File: config.mk
export PLATFORM = sky130hd
export DESIGN_NAME = button_conditioner
export DESIGN_NICKNAME = d
export VERILOG_FILES = /design/src/rtl/button_conditioner_pkg.sv /design/src/rtl/debounce_channel.sv /design/src/rtl/button_conditioner.sv
export SDC_FILE = /design/constraint.sdc
export NUM_CORES = 1
export LEC_CHECK = 0
export BUFFER_PORTS_ARGS = -buffer_cell sky130_fd_sc_hd__buf_2
export CORE_UTILIZATION = 60
export DETAILED_ROUTE_END_ITERATION = 10
export PLACE_DENSITY = 0.8
export SYNTH_ARGS = -nofsm -noshare
export SYNTH_HDL_FRONTEND = slang
export SYNTH_SLANG_ARGS = --single-unit
File: constraint.sdc
create_clock -name clk -period 3.8 [get_ports clk]
set_input_delay 0.19 -clock clk [delete_from_list [all_inputs] [get_ports clk]]
set_output_delay 0.19 -clock clk [all_outputs]
set_load 0.1 [all_outputs]
File: src/rtl/button_conditioner_pkg.sv
// Shared constants, width helper and counter-action encoding for button_conditioner.
package button_conditioner_pkg;

    localparam int unsigned DEFAULT_SAMPLE_CNT_MAX = 62500;
    localparam int unsigned DEFAULT_PULSE_CNT_MAX  = 200;

    // Width needed to hold values 0..max_count-1; never narrower than one bit.
    function automatic int unsigned cnt_width(input int unsigned max_count);
        return (max_count > 1) ? $clog2(max_count) : 1;
    endfunction

    localparam int unsigned DEFAULT_PRESCALE_W = cnt_width(DEFAULT_SAMPLE_CNT_MAX);
    localparam int unsigned DEFAULT_CHANNEL_W  = cnt_width(DEFAULT_PULSE_CNT_MAX + 1);

    typedef enum logic [1:0] {
        CNT_HOLD,
        CNT_CLEAR,
        CNT_INC
    } cnt_action_e;

endpackage

File: src/rtl/debounce_channel.sv
// One input bit: 2-FF synchronizer, saturating debounce counter, level and edge pulses.
// Optional falling-edge output when BUTTON_CONDITIONER_RELEASE_EN is defined.
module debounce_channel
    import button_conditioner_pkg::*;
#(
    parameter int unsigned PULSE_CNT_MAX = DEFAULT_PULSE_CNT_MAX
) (
    input  logic clk,
    input  logic rst_n,
    input  logic async_in,
    input  logic sample_tick,
    output logic debounced,
`ifdef BUTTON_CONDITIONER_RELEASE_EN
    output logic release_pulse,
`endif
    output logic press_pulse
);

    localparam int unsigned CNT_W = cnt_width(PULSE_CNT_MAX + 1);
    localparam logic [CNT_W-1:0] COUNT_FULL = CNT_W'(PULSE_CNT_MAX);

    logic             sync_meta;
    logic             sync_in;
    logic [CNT_W-1:0] count;
    logic [CNT_W-1:0] count_next;
    logic             debounced_q;
    cnt_action_e      action;

    always_ff @(posedge clk or negedge rst_n) begin
        if (!rst_n) begin
            sync_meta <= 1'b0;
            sync_in   <= 1'b0;
        end else begin
            sync_meta <= async_in;
            sync_in   <= sync_meta;
        end
    end

    always_comb begin
        action     = CNT_HOLD;
        count_next = count;
        if (!sync_in) begin
            action = CNT_CLEAR;
        end else if (sample_tick && (count != COUNT_FULL)) begin
            action = CNT_INC;
        end
        unique case (action)
            CNT_CLEAR: count_next = '0;
            CNT_INC:   count_next = count + CNT_W'(1);
            default:   count_next = count;
        endcase
    end

    // Level is gated by the current synced sample so a low input drops it one
    // cycle after synchronisation rather than waiting for the counter to clear.
    always_ff @(posedge clk or negedge rst_n) begin
        if (!rst_n) begin
            count       <= '0;
            debounced   <= 1'b0;
            debounced_q <= 1'b0;
        end else begin
            count       <= count_next;
            debounced   <= sync_in && (count == COUNT_FULL);
            debounced_q <= debounced;
        end
    end

    assign press_pulse = debounced & ~debounced_q;

`ifdef BUTTON_CONDITIONER_RELEASE_EN
    assign release_pulse = ~debounced & debounced_q;
`endif

endmodule

File: src/rtl/button_conditioner.sv
// Multi-channel button/switch conditioner sharing one sample-tick prescaler.
// Define BUTTON_CONDITIONER_RELEASE_EN to add the release_pulse output.
module button_conditioner
    import button_conditioner_pkg::*;
#(
    parameter int unsigned WIDTH          = 1,
    parameter int unsigned SAMPLE_CNT_MAX = DEFAULT_SAMPLE_CNT_MAX,
    parameter int unsigned PULSE_CNT_MAX  = DEFAULT_PULSE_CNT_MAX
) (
    input  logic             clk,
    input  logic             rst_n,
    input  logic [WIDTH-1:0] async_in,
    output logic [WIDTH-1:0] debounced,
    output logic [WIDTH-1:0] press_pulse,
`ifdef BUTTON_CONDITIONER_RELEASE_EN
    output logic [WIDTH-1:0] release_pulse,
`endif
    output logic             sample_tick
);

    localparam int unsigned PRESCALE_W = cnt_width(SAMPLE_CNT_MAX);
    localparam logic [PRESCALE_W-1:0] PRESCALE_LAST = PRESCALE_W'(SAMPLE_CNT_MAX - 1);

    logic [PRESCALE_W-1:0] prescale;
    logic                  prescale_wrap;

    assign prescale_wrap = (prescale == PRESCALE_LAST);

    // Free-running divider; the tick lands the cycle after the last count.
    always_ff @(posedge clk or negedge rst_n) begin
        if (!rst_n) begin
            prescale    <= '0;
            sample_tick <= 1'b0;
        end else begin
            sample_tick <= prescale_wrap;
            prescale    <= prescale_wrap ? '0 : prescale + PRESCALE_W'(1);
        end
    end

    for (genvar i = 0; i < WIDTH; i++) begin : g_channel
        debounce_channel #(
            .PULSE_CNT_MAX(PULSE_CNT_MAX)
        ) u_channel (
            .clk          (clk),
            .rst_n        (rst_n),
            .async_in     (async_in[i]),
            .sample_tick  (sample_tick),
            .debounced    (debounced[i]),
`ifdef BUTTON_CONDITIONER_RELEASE_EN
            .release_pulse(release_pulse[i]),
`endif
            .press_pulse  (press_pulse[i])
        );
    end

endmodule

==> impl_table.tex <==
\begin{tabular}{lr}
\hline
Metric & Value \\
\hline
\multicolumn{2}{l}{\textbf{Run status}} \\
Result of the run & complete, no violations \\
\multicolumn{2}{l}{\textbf{Placed design}} \\
Number of placed cells counting well taps & $\sim$150 \\
Post-placement cell area & roughly 1400 µm² \\
Worst slack at placement & 1890 ps \\
Half-perimeter wire length after detailed placement & about 1.5 mm \\
Final weighted congestion of routability-driven global placement & around 0.87 \\
Number of buffers inserted by port buffering & 5 \\
\multicolumn{2}{l}{\textbf{Pwr}} \\
Power Density & 397 nW/µm² \\
IR Drop Worst-Case VDD & approximately 0.40 mV \\
Overall power consumption & a little under 0.0006 W \\
Static leakage & $\sim$0.64 nW \\
\multicolumn{2}{l}{\textbf{Worst setup path}} \\
R2R Path Start & prescale[0]\$\_DFF\_PN0\_ \\
Critical register-to-register path endpoint & prescale[14]\$\_DFF\_PN0\_ \\
Setup slack of the most critical reg-to-reg path & about 1900 ps \\
CP Data Required Time & between 4000 and 5000 ps \\
Setup crit start & prescale[0]\$\_DFF\_PN0\_ \\
Category of the critical setup timing path & register to register \\
Startpoint type of the worst setup path & register \\
Arr. time, crit path & roughly 2200 ps \\
Cell depth of the worst flop-to-flop path & 5 \\
Max FO, Critical Path & 5 \\
Termination of the worst setup path & prescale[14]\$\_DFF\_PN0\_ \\
Setup crit end kind & register \\
\multicolumn{2}{l}{\textbf{Synthesis}} \\
Leading cell types by total area after synthesis & sky130\_fd\_sc\_hd\_\_dfrtp\_1 56\%, sky130\_fd\_sc\_hd\_\_xor2\_1 6.0\%, sky130\_fd\_sc\_hd\_\_xnor2\_1 5.4\%, sky130\_fd\_sc\_hd\_\_nor2\_1 4.0\%, sky130\_fd\_sc\_hd\_\_ha\_1 2.9\% \\
Flip-flop and latch count after synthesis & 29 \\
Share of Yosys cell area claimed by the top area cell type & 55.6\% \\
Xor-xnor portion of the synthesized cell area & a little under an eighth \\
Portion of the post-synthesis area used by sequential elements & between 50 and 60\% \\
Synthesized-area fraction occupied by ao, oa, aoi and oai cells & between 4 and 5\% \\
Most frequently used flop master after synthesis & sky130\_fd\_sc\_hd\_\_dfrtp\_1 \\
Number of standard cells after synthesis & between 100 and 150 \\
Largest family of logic cells by synthesized area & simple AND/OR/NAND/NOR gates \\
Netlist area before placement & 1310 µm² \\
Multiplexer share of the synthesized area & less than 1\% \\
Count of flip-flops with a built-in enable after synthesis & 0 \\
Average cell area after synthesis & $\sim$11 µm² \\
Count of cell types in the netlist & 29 \\
Commonest cells in the netlist & 29 x sky130\_fd\_sc\_hd\_\_dfrtp\_1, 14 x sky130\_fd\_sc\_hd\_\_nor2\_1, 9 x sky130\_fd\_sc\_hd\_\_xor2\_1, 8 x sky130\_fd\_sc\_hd\_\_xnor2\_1 \\
Most common cell in the netlist & sky130\_fd\_sc\_hd\_\_dfrtp\_1 \\
Cell taking the most area after synthesis & sky130\_fd\_sc\_hd\_\_dfrtp\_1 \\
Fraction of registers with async set/reset & 100\% \\
Count of warnings emitted by yosys & 0 \\
Post-synthesis simple-gate area fraction & between 20\% and 30\% \\
Adder-cell share of the synthesized area & $\sim$2.9\% \\
Total nets after synthesis & about 120 \\
\multicolumn{2}{l}{\textbf{Clock tree}} \\
Clock network latency to the later pin of the worst-skew pair & approximately 330 ps \\
TritonCTS clock tree & done \\
Number of buffers on the longest clock path & 2 \\
Hold-fix buffers at CTS & 2 \\
Sink Count & 29 \\
Clock-pin slew on the worst setup and hold paths & approximately 100 ps \\
Depth of the CTS H-tree & 2 \\
Count of buffers added by post-CTS timing repair for setup & 0 \\
TritonCTS Buffers & 5 \\
Master cell of the clock root buffer & sky130\_fd\_sc\_hd\_\_clkbuf\_4 \\
Total of cells resized after clock tree synthesis & 0 \\
\multicolumn{2}{l}{\textbf{Floorplan}} \\
Number of I/O pins & 6 \\
Floorplan row count & 16 \\
Core region area & 2000 µm² \\
Die ar. & between 2000 and 2500 µm² \\
Effective utilization at floorplan & between 60 and 70\% \\
Die outline width & slightly below 50 µm \\
Chip height & about 49 µm \\
\multicolumn{2}{l}{\textbf{GRT}} \\
Leftover overflow at the end of global routing & 0 \\
Vias in the first global route & 869 \\
Maximum number of pins on one net before global-route repair & 30 \\
Antenna violations before repair & 0 \\
Overall track demand over capacity in global routing & a little under a quarter \\
First-pass GRT wire length & 3.89 mm \\
\multicolumn{2}{l}{\textbf{Drt}} \\
First-pass iteration count of the detailed router & 4 \\
Wire per inst & roughly 14 µm \\
Total number of vias & a little over 900 \\
Drt total wl & $\sim$2.3 mm \\
Violation count after the first detailed-routing iteration & 14 \\
Post-route DRC violation count & 0 \\
Count of antenna-violating nets left after detailed routing & 0 \\
Vias per Instance & about 5.7 \\
\multicolumn{2}{l}{\textbf{STA}} \\
Final Cycle Share & just over 50\% \\
Max-slew violation total from the final report & 0 \\
Post-route setup slack & between 1500 and 2000 ps \\
Final setup violation count & 0 \\
Final hold viol count & 0 \\
Total negative slack for setup checks & 0 ps \\
Final clock skew & approximately 10 ps \\
Transition time at the pin with the least slew margin & around 600 ps \\
Relative slew slack & 59.6\% \\
Minimum clock period & between 1500 and 2000 ps \\
Maximum achievable frequency & between 500 and 600 MHz \\
Setup repair after global routing missed its margin & no \\
\multicolumn{2}{l}{\textbf{Run}} \\
Max-Cap Viols & 0 \\
\multicolumn{2}{l}{\textbf{Finish}} \\
Number of diodes added for antenna fixing & 0 \\
Fill cell total of the finished layout & around 140 \\
Ratio of cells with drive above 1 in the final layout & approximately 13\% \\
Fin cells & around 160 \\
Total Nets Final & $\sim$140 \\
Area added between synthesis and finish & 12.8\% \\
Cell area after layout & 1470 µm² \\
\multicolumn{2}{l}{\textbf{Min path}} \\
Hold path startpoint & g\_channel[0].u\_channel.sync\_meta\$\_DFF\_PN0\_ \\
Classification of the worst-slack hold path & register to register \\
\hline
\end{tabular}
## cell families after synthesis
kind of cell / Yosys count
adders and majority gates: 3
xor gates and xnor gates: 17
muxes: 1
DFF: 29
and+or+nand+nor: 54
buffers and inverters: 3
AOI/OAI and AO/OA: 10
## power by group
part           internal (W)  switching (W)  leakage (nW)
clock network      0.000156       0.000109        0.0445
logic            0.00000216     0.00000716         0.214
registers          0.000309    0.000000401         0.386
total              0.000468       0.000116         0.645
## layout by cell type, fill, tap and decap left out
cell type	instances
sky130_fd_sc_hd__or4b_4	1
sky130_fd_sc_hd__or2_1	1
sky130_fd_sc_hd__nor2b_1	2
sky130_fd_sc_hd__or4_4	1
sky130_fd_sc_hd__nor3_1	3
sky130_fd_sc_hd__xor2_1	9
sky130_fd_sc_hd__or4_1	2
sky130_fd_sc_hd__o21ai_1	2
sky130_fd_sc_hd__o21ai_0	3
sky130_fd_sc_hd__nor4_1	1
sky130_fd_sc_hd__dlygate4sd3_1	2
sky130_fd_sc_hd__o211ai_1	2
sky130_fd_sc_hd__ha_1	3
sky130_fd_sc_hd__bufinv_16	1
sky130_fd_sc_hd__nand2_1	7
sky130_fd_sc_hd__nand4_1	4
sky130_fd_sc_hd__nand4b_1	1
sky130_fd_sc_hd__inv_1	2
sky130_fd_sc_hd__dfrtp_1	29
sky130_fd_sc_hd__mux2i_1	1
sky130_fd_sc_hd__xnor2_1	8
sky130_fd_sc_hd__or3_1	3
sky130_fd_sc_hd__clkinvlp_4	1
sky130_fd_sc_hd__clkbuf_8	1
sky130_fd_sc_hd__nand3_2	1
sky130_fd_sc_hd__nand3_1	7
sky130_fd_sc_hd__nor2_1	14
sky130_fd_sc_hd__nand4bb_1	1
sky130_fd_sc_hd__a21oi_1	3
sky130_fd_sc_hd__buf_2	5
sky130_fd_sc_hd__nand3b_1	2
sky130_fd_sc_hd__clkinv_1	1
sky130_fd_sc_hd__nor4_4	1
sky130_fd_sc_hd__clkbuf_4	5
sky130_fd_sc_hd__and3_1	2
## registers in the layout, indices dropped and copies added (netlist names)
| signal | cells |
|---|---|
| prescale | 16 |
| g_channel.u_channel.count | 8 |
| g_channel.u_channel.debounced | 1 |
| g_channel.u_channel.debounced_q | 1 |
| g_channel.u_channel.sync_in | 1 |
| g_channel.u_channel.sync_meta | 1 |
| sample_tick | 1 |
## routing by layer
| metal | wire [µm] | vias to the layer above | global-route usage (%) | part of all wire (%) |
|---|---|---|---|---|
| met2 | 993 | 20 | 32.6 | 44 |
| met5 | 0 | - | 0 | 0 |
| met4 | 60 | 0 | 13.7 | 2.7 |
| li1 | - | 439 | - | - |
| met3 | 107 | 7 | 12.6 | 4.7 |
| met1 | 1100 | 444 | 28.9 | 49 |
## stage by stage
step | utilization (%) | hold slack, ps
global route | 73.6 | 401
detailed placement | 68.1 | 238
CTS | 73.6 | 390
floorplan | - | -106
finish | 73.6 | 380
global placement | 68.1 | 229
## worst min path at each step
stage	to	cells past startpoint
floorplan	g_channel[0].u_channel.count[0]$_DFFE_PN0P_	0
global placement	g_channel[0].u_channel.count[7]$_DFFE_PN0P_	1
detailed placement	g_channel[0].u_channel.count[6]$_DFFE_PN0P_	1
CTS	g_channel[0].u_channel.sync_in$_DFF_PN0_	0
global route	g_channel[0].u_channel.sync_in$_DFF_PN0_	0
finish	g_channel[0].u_channel.sync_in$_DFF_PN0_	0
## layout make-up
cell class | instances | area (µm²) | share of cell area, %
sequential | 29 | 726 | 49.3
multi-input combinational | 85 | 568 | 38.6
clock buffer | 6 | 51.3 | 3.48
timing repair buffer | 7 | 45.0 | 3.06
clock inverter | 2 | 37.5 | 2.55
tap | 27 | 33.8 | 2.29
inverter | 3 | 11.3 | 0.765
## critical path, stage by stage, from the launching register on
cell                      delay (ps)
sky130_fd_sc_hd__dfrtp_1         420
sky130_fd_sc_hd__ha_1            290
sky130_fd_sc_hd__nand3_1         130
sky130_fd_sc_hd__or4_4           540
sky130_fd_sc_hd__or3_1           320
sky130_fd_sc_hd__a21oi_1         140
No activity file was read; power rests on OpenSTA's default activity.
